==> config.mk <==
export PLATFORM = sky130hd
export DESIGN_NAME = hs_stage_tx
export DESIGN_NICKNAME = d
export VERILOG_FILES = /design/src/rtl/hs_pkg.sv /design/src/rtl/hs_sync.sv /design/src/rtl/hs_stage_tx.sv
export SDC_FILE = /design/constraint.sdc
export NUM_CORES = 1
export LEC_CHECK = 0
export CAP_MARGIN = 5
export CORE_MARGIN = 1
export CORE_UTILIZATION = 55
export DETAILED_ROUTE_END_ITERATION = 6
export GPL_TIMING_DRIVEN = 0
export PLACE_DENSITY = 0.93
export SLEW_MARGIN = 20
export SYNTH_ARGS = -nofsm -noshare
export SYNTH_HDL_FRONTEND = slang
export SYNTH_SLANG_ARGS = --single-unit
==> constraint.sdc <==
create_clock -name clk -period 2.7 [get_ports clk]
set_input_delay 0.54 -clock clk [delete_from_list [all_inputs] [get_ports clk]]
set_output_delay 0.54 -clock clk [all_outputs]
set_load 0.02 [all_outputs]
==> src/rtl/hs_pkg.sv <==
// Shared definitions for the clocked ends of the self-timed handshake FIFO pipeline.
package hs_pkg;

  typedef enum logic [1:0] {
    IDLE = 2'd0,
    REQ  = 2'd1,
    RTZ  = 2'd2
  } hs_state_t;

  localparam int HS_DATA_WIDTH = 3;
  localparam int HS_SYNC_MIN   = 2;
  localparam int HS_SYNC_MAX   = 4;

endpackage

==> src/rtl/hs_sync.sv <==
// N-flop synchronizer bringing an asynchronous handshake line into the clk domain.
module hs_sync
  import hs_pkg::*;
#(
  parameter int STAGES = HS_SYNC_MIN
) (
  input  logic clk,
  input  logic rst,
  input  logic d,
  output logic q
);

  logic [STAGES-1:0] chain;

  always_ff @(posedge clk) begin
    if (rst) begin
      chain <= '0;
    end else begin
      chain <= {chain[STAGES-2:0], d};
    end
  end

  assign q = chain[STAGES-1];

endmodule

==> src/rtl/hs_stage_tx.sv <==
// Clocked ready/valid to 4-phase return-to-zero transmitter feeding the first
// self-timed stage of the handshake FIFO pipeline.
module hs_stage_tx
  import hs_pkg::*;
#(
  parameter int DATA_WIDTH     = HS_DATA_WIDTH,
  parameter int SYNC_STAGES    = 2,
  parameter int TIMEOUT_CYCLES = 255,
  parameter int CNT_WIDTH      = 16
) (
  input  logic                  clk,
  input  logic                  rst,
  input  logic                  s_valid,
  output logic                  s_ready,
  input  logic [DATA_WIDTH-1:0] s_data,
  output logic                  valid_out,
  input  logic                  ack_in,
  output logic [DATA_WIDTH-1:0] data_out,
  output logic                  busy,
  output logic [CNT_WIDTH-1:0]  xfer_count,
  output logic                  timeout,
  output logic                  proto_err
);

  localparam int WAIT_W = $clog2(TIMEOUT_CYCLES + 1);
  localparam logic [WAIT_W-1:0] WAIT_MAX = WAIT_W'(TIMEOUT_CYCLES);

  hs_state_t             state, state_nxt;
  logic                  ack_s;
  logic                  valid_nxt;
  logic [DATA_WIDTH-1:0] data_nxt;
  logic [CNT_WIDTH-1:0]  cnt_nxt;
  logic [WAIT_W-1:0]     wait_cnt, wait_nxt;
  logic                  timeout_nxt;
  logic                  proto_nxt;

  hs_sync #(
    .STAGES(SYNC_STAGES)
  ) u_ack_sync (
    .clk(clk),
    .rst(rst),
    .d  (ack_in),
    .q  (ack_s)
  );

  // A stale ack from the stage blocks acceptance so a new request never overlaps it.
  assign s_ready = !rst && (state == IDLE) && !ack_s;
  assign busy    = (state != IDLE);

  always_comb begin
    state_nxt   = state;
    valid_nxt   = valid_out;
    data_nxt    = data_out;
    cnt_nxt     = xfer_count;
    proto_nxt   = proto_err;
    wait_nxt    = wait_cnt;
    timeout_nxt = timeout;

    case (state)
      IDLE: begin
        valid_nxt = 1'b0;
        if (ack_s) begin
          proto_nxt = 1'b1;
        end else if (s_valid && s_ready) begin
          data_nxt  = s_data;
          valid_nxt = 1'b1;
          state_nxt = REQ;
        end
      end
      REQ: begin
        valid_nxt = 1'b1;
        if (ack_s) begin
          valid_nxt = 1'b0;
          cnt_nxt   = xfer_count + CNT_WIDTH'(1);
          state_nxt = RTZ;
        end
      end
      RTZ: begin
        valid_nxt = 1'b0;
        if (!ack_s) begin
          state_nxt = IDLE;
        end
      end
      default: begin
        valid_nxt = 1'b0;
        state_nxt = IDLE;
      end
    endcase

    // The wait counter only flags a stuck stage; the FSM keeps waiting.
    if (state_nxt != state) begin
      wait_nxt = '0;
    end else if (state != IDLE) begin
      if (wait_cnt != WAIT_MAX) begin
        wait_nxt = wait_cnt + WAIT_W'(1);
      end
      if (wait_nxt == WAIT_MAX) begin
        timeout_nxt = 1'b1;
      end
    end
  end

  always_ff @(posedge clk) begin
    if (rst) begin
      state      <= IDLE;
      valid_out  <= 1'b0;
      data_out   <= '0;
      xfer_count <= '0;
      wait_cnt   <= '0;
      timeout    <= 1'b0;
      proto_err  <= 1'b0;
    end else begin
      state      <= state_nxt;
      valid_out  <= valid_nxt;
      data_out   <= data_nxt;
      xfer_count <= cnt_nxt;
      wait_cnt   <= wait_nxt;
      timeout    <= timeout_nxt;
      proto_err  <= proto_nxt;
    end
  end

endmodule

==> results of run 1 <==
## worst max-delay path, delay by kind of cell, from the launching register on
kind / cells / cell delay, ns
flops: 1 / 0.32
buf+inv: 3 / 0.93
simple gates: 2 / 0.38
## final cells by class
cell class | instances | area, um2
inverter | 7 | 26.3
clock buffer | 5 | 37.5
timing repair buffer | 29 | 290
fill | 211 | 737
multi-input combinational | 138 | 890
clock inverter | 3 | 45.0
sequential | 34 | 681
tap | 31 | 38.8
buffer | 10 | 60.1
## Yosys cell counts (4+ instances only)
| cell type | number |
|---|---|
| sky130_fd_sc_hd__xor2_1 | 8 |
| sky130_fd_sc_hd__xnor2_1 | 4 |
| sky130_fd_sc_hd__nand3_1 | 8 |
| sky130_fd_sc_hd__a21oi_1 | 15 |
| sky130_fd_sc_hd__nand4_1 | 5 |
| sky130_fd_sc_hd__o21ai_0 | 5 |
| sky130_fd_sc_hd__dfxtp_1 | 34 |
| sky130_fd_sc_hd__nor2_1 | 21 |
| sky130_fd_sc_hd__nand2b_1 | 4 |
| sky130_fd_sc_hd__inv_1 | 6 |
| sky130_fd_sc_hd__nand2_1 | 9 |
| sky130_fd_sc_hd__mux2i_1 | 6 |
| sky130_fd_sc_hd__nor3b_1 | 4 |
| sky130_fd_sc_hd__and4_1 | 4 |
| sky130_fd_sc_hd__o21ai_1 | 7 |
| sky130_fd_sc_hd__or3_1 | 7 |
## through the flow
stage	cell area, um2	hold slack (ns)
finish	2070	0.453
floorplan	1650	0.414
global placement	1980	0.430
global route	2070	0.467
detailed placement	1980	0.441
CTS	2060	0.462
## logic make-up (layout without fill, tap and decap cells)
family                     after synthesis  count (layout)  share of synthesized area, %
AOI/OAI and AO/OA                       37              37                          13.4
xor gates and xnor gates                12              12                          6.36
adders and majority gates                2               2                          1.51
buffers and inverters                   17              54                          5.23
DFF                                     34              34                          41.2
muxes                                    6               6                          3.64
and+or+nand+nor                         81              81                          28.6
## power by group through the flow
stage / combinational [mW] / clock (mW) / sequential (mW)
floorplan: 0.0419 / 0 / 0.532
global placement: 0.0781 / 0 / 0.527
detailed placement: 0.0795 / 0 / 0.527
CTS: 0.0800 / 0.382 / 0.516
global route: 0.0883 / 0.403 / 0.517
finish: 0.0812 / 0.374 / 0.516
## flip-flops by register name, summed over array words and instances, names as in the netlist
register / count
xfer_count: 16
wait_cnt: 8
data_out: 3
state: 2
u_ack_sync.chain: 2
proto_err: 1
timeout: 1
valid_out: 1
## layer usage
layer  vias up  part of all wire, %
met2        46                   46
met1       686                   46
met4         0                  2.9
met3        11                  4.4
li1        743                    -
met5         -                    0
## path summary, 6_finish.rpt
| path | startpoint | to |
|---|---|---|
| setup reg to reg | wait_cnt[0]$_SDFFE_PP0P_ | timeout$_SDFFE_PP0P_ |
| setup / recovery | state[0]$_SDFF_PP0_ | s_ready |
| hold / removal | u_ack_sync.chain[0]$_SDFF_PP0_ | u_ack_sync.chain[1]$_SDFF_PP0_ |
| hold reg to reg | u_ack_sync.chain[0]$_SDFF_PP0_ | u_ack_sync.chain[1]$_SDFF_PP0_ |
==> flow_metrics.tcl, run 1 <==
set metrics [dict create \
    ios 31 \
    syn_area_um2 1650 \
    net-switching-power_mw 0.231 \
    h-tree-depth 2 \
    antenna-diode-count 0 \
    synth.top_cell.area_share_pct 41.2 \
    clock-root-buffer "sky130_fd_sc_hd__clkbuf_4" \
    largest_incremental_delay_on_the_critical_path_ns 0.64 \
    ys_seq_area_share_pct 41.2 \
    r2r.worst_path.cells 5 \
    dp_worst_setup_slack_ns 0.258 \
    synthArstFlopShare_pct 0 \
    synth.area.top_cells "sky130_fd_sc_hd__dfxtp_1 (41%), sky130_fd_sc_hd__nor2_1 (4.8%), sky130_fd_sc_hd__a21oi_1 (4.5%), sky130_fd_sc_hd__xor2_1 (4.2%), sky130_fd_sc_hd__mux2i_1 (3.6%)" \
    max-clock-path-buffers 2 \
    leakagePower_nw 0.761 \
    use_met3_pct 5.53 \
    area_growth_pct 25.2 \
    fmax_mhz 397 \
    crit_path_class "register to primary output" \
    switching_share_pct 23.8 \
    clkPwrFrac_pct 38.5 \
    totalPowerFinal_mw 0.971 \
    postSynthAreaPerCell_um2 8.74 \
    hold_depth 1 \
    tritoncts "built" \
    globalRouteOverflowTotal 0 \
    hp_class "register to register" \
    critPathMaxFanout 9 \
    peakVddDrop_mv 0.356 \
    status "finished, violations left" \
    finalSetupViolCount 0 \
    worstPathRequired_ns 2.16 \
    synthCells 189 \
    clock_insertion_delay_worst_skew_ns 0.34 \
    hpwl_um 2370 \
    grt_setup_unrepaired "false" \
    synth_nets 198 \
    cts_hold_buf 0 \
    fp.dieW_um 56.8 \
    yosys_warnings 0 \
    gpl.final_weighted_congestion 0.856 \
    post_drt_via_cell_ratio 5.78 \
    max_cap_violations 0 \
    synth-seq-cells 34 \
    final.setup_skew_ns 0.0118 \
    crit_chain "buf_2 > nor2_4 > inv_2 > nor3_1 > clkdlybuf4s50_1" \
    cts_made_buffers 5 \
    path_clk_slew_ns 0.11 \
    groute.layer.met2.usage_pct 38.4 \
    die_height_um 56.8 \
    globalRouteTotalUtil_pct 24.1 \
    synthFlopType "sky130_fd_sc_hd__dfxtp_1" \
    finish.utilization_pct 73.7 \
    design.final.nets 234 \
    setup_total_negative_slack_ns 0 \
    grt_pass1_wl_um 5930 \
    timing_worst_slew_pin_value_ns 0.656 \
    crit_slowest_cell "sky130_fd_sc_hd__clkdlybuf4s50_1" \
    mostFrequentLayoutCells "sky130_fd_sc_hd__dfxtp_1 (34), sky130_fd_sc_hd__clkdlybuf4s50_1 (29), sky130_fd_sc_hd__nor2_1 (21)" \
    routed-via-count 1486 \
    layout_setup_ws_ns 0.179 \
    post_drt_wl_per_cell_um 13.2 \
    route.detailed.drc 4 \
    die-area_um2 3230 \
    initialDrtViolationCount 59 \
    final_layout_size_suffix_gt1_share_pct 8.85 \
    row_count 19 \
    mostFrequentLayoutCell "sky130_fd_sc_hd__dfxtp_1" \
    initial_standard_cell_utilization_of_the_core_pct 58.9 \
    global_route.usage.met1_pct 29.6 \
    numPlacedInstances 249 \
    powerDensity_nw_per_um2 470 \
    finalNonFillerCells 257 \
    internal_power_mw 0.740 \
    routed_wl_um 3400 \
    core_area_um2 2810 \
    synth_enable_flop_cells 0 \
    portion_of_the_clock_cycle_consumed_by_the_worst_path_in_the_final_layout_pct 93.4 \
    cts.repair_timing.setup_buffer_count 0 \
    port-buffer-count 29 \
    reg2reg_setup_slack_ns 0.86 \
    grt_busiest_layer "met2" \
    final_antenna_net_count 0 \
    endpoint_kind "primary output" \
    first_pass_iters 6 \
    violations_in_the_final_reports "DRC" \
    critPathArrivalTime_ns 1.98 \
    post_synth_num_cell_types 41 \
    grt_start_max_net_pins 13 \
    antenna_violations_before_repair 0 \
    slew_headroom_pct 55.9 \
    worst_setup_path_start_kind "register" \
    cts.sinks 34 \
    max_slew_violation_total_from_the_final_report 0 \
    final_hold_viol_count 0 \
    final.min_clock_period_ns 2.52 \
    cts-resized-gates 0 \
    power.share.combinational_pct 8.4 \
    vias_in_the_first_global_route 1375 \
    post-synth-top-area-cell "sky130_fd_sc_hd__dfxtp_1" \
    pwr-share-seq_pct 53.1 \
]
Power figures use the tool's default switching activity.
==> run 2: changes to the inputs <==
ABC_AREA = 1   (was unset)
CORE_UTILIZATION = 57   (was 55)
CTS_BUF_LIST = sky130_fd_sc_hd__clkbuf_4   (was unset)
PLACE_DENSITY = 0.95   (was 0.93)
==> flow_metrics.tcl, run 2 <==
set metrics [dict create \
    status "completed" \
    synthCells 236 \
    core_area_um2 2730 \
    clock_insertion_delay_worst_skew_ns 0.34 \
    mostFrequentLayoutCell "sky130_fd_sc_hd__nand2_1" \
    die_height_um 55.6 \
    area_growth_pct 23.3 \
    post_synth_num_cell_types 27 \
    post-synth-top-area-cell "sky130_fd_sc_hd__dfxtp_1" \
    synth_most_common_cell "sky130_fd_sc_hd__nand2_1" \
    synth.top_cell.area_share_pct 41.5 \
    antenna-diode-count 0 \
    synthArstFlopShare_pct 0 \
    globalRouteTotalUtil_pct 24.1 \
    hpwl_um 2590 \
    final_layout_size_suffix_gt1_share_pct 7.35 \
    powerDensity_nw_per_um2 464 \
    tritoncts "built" \
    die-area_um2 3100 \
    hold_ws_ns 0.409 \
    register_with_the_most_flip_flops "xfer_count" \
    grt_pass1_wl_um 5910 \
    top_regs "xfer_count: 16 flops, wait_cnt: 8 flops, data_out: 3 flops" \
    largest_reg_flops 16 \
    design.final.nets 280 \
    synthFlopType "sky130_fd_sc_hd__dfxtp_1" \
    fillcell_total 239 \
    post_drt_wl_per_cell_um 11.4 \
    final.min_clock_period_ns 2.41 \
    pwr-share-seq_pct 57.4 \
    h-tree-depth 2 \
    setup_total_negative_slack_ns 0 \
    cts_made_buffers 5 \
    leakagePower_nw 0.801 \
    portion_of_the_clock_cycle_consumed_by_the_worst_path_in_the_final_layout_pct 89.2 \
    clock-root-buffer "sky130_fd_sc_hd__clkbuf_4" \
    routed_wl_um 3470 \
    critPathMaxFanout 10 \
    max_cap_violations 0 \
    fp.dieW_um 55.6 \
    postSynthAreaPerCell_um2 6.95 \
    final_antenna_net_count 0 \
    ios 31 \
    critPathArrivalTime_ns 1.87 \
    routed-via-count 1618 \
    globalRouteOverflowTotal 0 \
    ys_seq_area_share_pct 41.5 \
    port-buffer-count 29 \
    dp_worst_setup_slack_ns 0.278 \
    cts.sinks 34 \
    clkPwrFrac_pct 29.8 \
    final.setup_skew_ns 0.0141 \
    grt_setup_unrepaired "false" \
    max_slew_violation_total_from_the_final_report 0 \
    ys_top_cells_by_count "sky130_fd_sc_hd__nand2_1 (50), sky130_fd_sc_hd__inv_1 (36), sky130_fd_sc_hd__dfxtp_1 (34)" \
    synth_nets 245 \
    peakVddDrop_mv 0.491 \
    gpl.final_weighted_congestion 0.825 \
    antenna_violations_before_repair 0 \
    initialDrtViolationCount 80 \
    internal_power_mw 0.678 \
    endpoint_kind "primary output" \
    synth_enable_flop_cells 0 \
    max-clock-path-buffers 2 \
    slew_headroom_pct 72.1 \
    cts.repair_timing.setup_buffer_count 0 \
    switching_share_pct 27.8 \
    path_clk_slew_ns 0.09 \
    vias_in_the_first_global_route 1440 \
    worst_setup_path_start_kind "primary input" \
    route.detailed.drc 0 \
    timing_worst_slew_pin_value_ns 0.419 \
    first_pass_iters 4 \
    synth.area.top_cells "sky130_fd_sc_hd__dfxtp_1 (41%), sky130_fd_sc_hd__nand2_1 (11%), sky130_fd_sc_hd__inv_1 (8.2%), sky130_fd_sc_hd__o21ai_0 (6.4%), sky130_fd_sc_hd__nor2_1 (5.7%)" \
    numPlacedInstances 296 \
    synth-seq-cells 34 \
    hp_class "register to register" \
    post_drt_via_cell_ratio 5.34 \
    initial_standard_cell_utilization_of_the_core_pct 60.0 \
    crit_path_class "primary input to primary output" \
    grt_start_max_net_pins 11 \
    layout_setup_ws_ns 0.292 \
    syn_area_um2 1640 \
    finalNonFillerCells 303 \
    power.share.combinational_pct 12.8 \
    net-switching-power_mw 0.260 \
    row_count 19 \
    yosys_warnings 0 \
    finalSetupViolCount 0 \
    worstPathRequired_ns 2.16 \
    fmax_mhz 415 \
    mostFrequentLayoutCells "sky130_fd_sc_hd__nand2_1 (50), sky130_fd_sc_hd__inv_1 (36), sky130_fd_sc_hd__dfxtp_1 (34)" \
    final_hold_viol_count 0 \
]
-- run 2: cell types whose count changed in the layout (fill, tap and decap cells not counted), sizes merged, moves of 6 or more --
cell	previous run	this run
nand2	9	51
inv	7	37
o21ai	12	21
nor2	22	29
or3	7	0
buf	7	1
mux2i	6	0
nor3	3	9
-- run 2: path summary, 6_finish.rpt --
path	to	depth (start not counted)	from	slack, ns
setup / recovery	s_ready	4	rst	0.29
hold / removal	u_ack_sync.chain[1]$_SDFF_PP0_	2	u_ack_sync.chain[0]$_SDFF_PP0_	0.41
setup reg to reg	timeout$_SDFFE_PP0P_	9	wait_cnt[1]$_SDFFE_PP0P_	0.99
hold reg to reg	u_ack_sync.chain[1]$_SDFF_PP0_	2	u_ack_sync.chain[0]$_SDFF_PP0_	0.41
-- run 2: per-stage QoR --
stage                     total power [mW]  area [um2]  util, %
final                                0.938        2020     74.0
after global routing                 0.980        2020     74.0
after CTS                            0.938        2020     74.0
after detailed placement             0.669        1970     72.0
after global placement               0.665        1970     72.0
after floorplan                      0.624        1640        -
-- run 2: cell type report --
| class | instances | area, um2 | area share, % |
|---|---|---|---|
| Clock inverter | 2 | 8.76 | 0.433 |
| Tap cell | 31 | 38.8 | 1.92 |
| Sequential cell | 34 | 681 | 33.7 |
| Clock buffer | 6 | 45.0 | 2.23 |
| Timing Repair Buffer | 29 | 290 | 14.4 |
| Multi-Input combinational cell | 160 | 796 | 39.4 |
| Inverter | 37 | 139 | 6.87 |
| Buffer | 4 | 23.8 | 1.18 |
-- run 2: power groups by stage --
stage | Sequential, mW | Combinational (mW) | Clock, mW
6_report | 0.539 | 0.120 | 0.280
2_1_floorplan | 0.554 | 0.0708 | 0
4_1_cts | 0.538 | 0.121 | 0.279
3_5_place_dp | 0.549 | 0.120 | 0
3_3_place_gp | 0.548 | 0.117 | 0
5_1_grt | 0.542 | 0.135 | 0.303
-- run 2: per-layer routing --
layer,track usage (%),routed length [um],up-vias
met5,0,0,-
met4,15.4,102,0
met3,5.12,245,13
met2,38.7,1580,69
met1,29.2,1540,704
li1,-,-,832
-- run 2: timing repair --
action                     in CTS  in global routing
setup endpoints to repair       0                  1
gates resized for setup         0                  1
hold buffers                    0                  0
-- run 2: cells by family after synthesis --
kind of cell / synth area share [%]
compound gates: 15.1
xor+xnor: 2.67
fa+ha+maj: 1.53
buf+inv: 10.1
flops: 41.5
simple gates: 29.1
-- run 2: critical path: stages --
cell and delay (ns):
sky130_fd_sc_hd__clkbuf_2 0.16, sky130_fd_sc_hd__clkbuf_1 0.25, sky130_fd_sc_hd__nor3_1 0.27, sky130_fd_sc_hd__clkdlybuf4s50_1 0.64
==> run 3: changes to the inputs <==
CORE_ASPECT_RATIO = 1.5   (was unset)
==> flow_metrics.tcl, run 3 (synthesized netlist as in run 2, its figures left out) <==
set metrics [dict create \
    status "completed" \
    core_area_um2 2710 \
    fmax_mhz 418 \
    gpl.final_weighted_congestion 0.924 \
    power.share.combinational_pct 12.9 \
    globalRouteOverflowTotal 0 \
    rr_endpoint "timeout$_SDFFE_PP0P_" \
    portion_of_the_clock_cycle_consumed_by_the_worst_path_in_the_final_layout_pct 88.6 \
    max-clock-path-buffers 2 \
    h-tree-depth 2 \
    clock_insertion_delay_worst_skew_ns 0.35 \
    final_antenna_net_count 0 \
    max_cap_violations 0 \
    powerDensity_nw_per_um2 459 \
    timing_worst_slew_pin_value_ns 0.447 \
    die-area_um2 3100 \
    clock-root-buffer "sky130_fd_sc_hd__clkbuf_4" \
    cts_hold_buf 0 \
    hpwl_um 2810 \
    path_clk_slew_ns 0.09 \
    critPathMaxFanout 10 \
    cts.sinks 34 \
    ff_latch_area_um2 681 \
    design.final.nets 280 \
    vias_in_the_first_global_route 1440 \
    critPathArrivalTime_ns 1.85 \
    post_drt_wl_per_cell_um 11.8 \
    worstPathRequired_ns 2.16 \
    first_pass_iters 4 \
    slew_headroom_pct 70.2 \
    initialDrtViolationCount 36 \
    endpoint_kind "primary output" \
    mostFrequentLayoutCell "sky130_fd_sc_hd__nand2_1" \
    initial_standard_cell_utilization_of_the_core_pct 60.6 \
    r2r.worst_path.cells 9 \
    register_with_the_most_flip_flops "xfer_count" \
    dp_worst_setup_slack_ns 0.283 \
    internal_power_mw 0.666 \
    top_regs "xfer_count: 16 flops, wait_cnt: 8 flops, data_out: 3 flops" \
    route.detailed.drc 0 \
    port-buffer-count 29 \
    tritoncts "built" \
    switching_share_pct 28.4 \
    reg2reg_setup_slack_ns 1.02 \
    clkPwrFrac_pct 29.3 \
    cts_made_buffers 5 \
    largest_reg_flops 16 \
    worst_setup_path_start_kind "primary input" \
    max_slew_violation_total_from_the_final_report 0 \
    pwr-share-seq_pct 57.9 \
    mostFrequentLayoutCells "sky130_fd_sc_hd__nand2_1 (50), sky130_fd_sc_hd__inv_1 (36), sky130_fd_sc_hd__dfxtp_1 (34)" \
    antenna-diode-count 0 \
    crit_path_start "rst" \
    cts-resized-gates 0 \
    die_height_um 67.7 \
    final.min_clock_period_ns 2.39 \
    routed_wl_um 3650 \
    area_growth_pct 23.7 \
    fillcell_total 248 \
    crit-reg2reg-launch "wait_cnt[0]$_SDFFE_PP0P_" \
    ios 31 \
    peakVddDrop_mv 0.447 \
    multi_input_comb_area_um2 796 \
    post_drt_via_cell_ratio 5.17 \
    setup_total_negative_slack_ns 0 \
    net-switching-power_mw 0.264 \
    globalRouteTotalUtil_pct 26.0 \
    worst_setup_path_endpoint "s_ready" \
    cts.repair_timing.setup_buffer_count 0 \
    leakagePower_nw 0.797 \
    grt_setup_unrepaired "false" \
    final.setup_skew_ns 0.0158 \
    finalSetupViolCount 0 \
    crit_path_class "primary input to primary output" \
    layout_setup_ws_ns 0.307 \
    routed-via-count 1598 \
    finish.utilization_pct 75.0 \
    totalPowerFinal_mw 0.931 \
    antenna_violations_before_repair 0 \
    final_hold_viol_count 0 \
    hp_class "register to register" \
    grt_pass1_wl_um 5690 \
    row_count 23 \
    fp.dieW_um 45.8 \
    final_layout_size_suffix_gt1_share_pct 7.35 \
    grt_start_max_net_pins 12 \
    hold_ws_ns 0.406 \
]
[run 3: cell count changes in the layout (fill, tap and decap cells not counted)]
cell                         change
sky130_fd_sc_hd__clkbuf_4        -1
sky130_fd_sc_hd__clkinvlp_4      +1
[run 3: per-layer routing]
layer	vias up	routed length (um)	track usage, %
met4	0	78	16.2
li1	827	-	-
met3	7	140	7.75
met5	-	0	0
met1	735	1400	23.1
met2	29	2030	48.4
[run 3: layout make-up]
cell class / instances / share of cell area (%)
Buffer: 4 / 1.17
Clock buffer: 5 / 1.85
Clock inverter: 3 / 0.801
Inverter: 37 / 6.84
Multi-Input combinational cell: 160 / 39.2
Sequential cell: 34 / 33.5
Tap cell: 37 / 2.28
Timing Repair Buffer: 29 / 14.3
[run 3: worst max-delay path: stages]
cell and delay, ns:
sky130_fd_sc_hd__clkbuf_2 0.15, sky130_fd_sc_hd__clkbuf_1 0.25, sky130_fd_sc_hd__nor3_1 0.26, sky130_fd_sc_hd__clkdlybuf4s50_1 0.64
[run 3: worst min-delay path by stage]
stage,startpoint,endpoint,slack [ns],depth (start not counted)
global route,u_ack_sync.chain[0]$_SDFF_PP0_,u_ack_sync.chain[1]$_SDFF_PP0_,0.45,2
global placement,u_ack_sync.chain[0]$_SDFF_PP0_,u_ack_sync.chain[1]$_SDFF_PP0_,0.39,2
finish,u_ack_sync.chain[0]$_SDFF_PP0_,u_ack_sync.chain[1]$_SDFF_PP0_,0.41,2
floorplan,u_ack_sync.chain[0]$_SDFF_PP0_,u_ack_sync.chain[1]$_SDFF_PP0_,0.39,2
detailed placement,u_ack_sync.chain[0]$_SDFF_PP0_,u_ack_sync.chain[1]$_SDFF_PP0_,0.39,2
CTS,u_ack_sync.chain[0]$_SDFF_PP0_,u_ack_sync.chain[1]$_SDFF_PP0_,0.41,2
[run 3: power by group through the flow]
stage | Clock (mW) | Sequential (mW) | Combinational (mW)
after floorplan | 0 | 0.554 | 0.0708
after global placement | 0 | 0.548 | 0.117
after detailed placement | 0 | 0.550 | 0.121
after CTS | 0.280 | 0.538 | 0.122
after global routing | 0.303 | 0.542 | 0.136
final | 0.272 | 0.538 | 0.120
[run 3: through the flow]
stage / instance area [um2] / cells
after CTS: 2030 / 310
after global placement: 1980 / 302
after floorplan: 1640 / 236
after global routing: 2030 / 309
after detailed placement: 1980 / 302
final: 2030 / 309
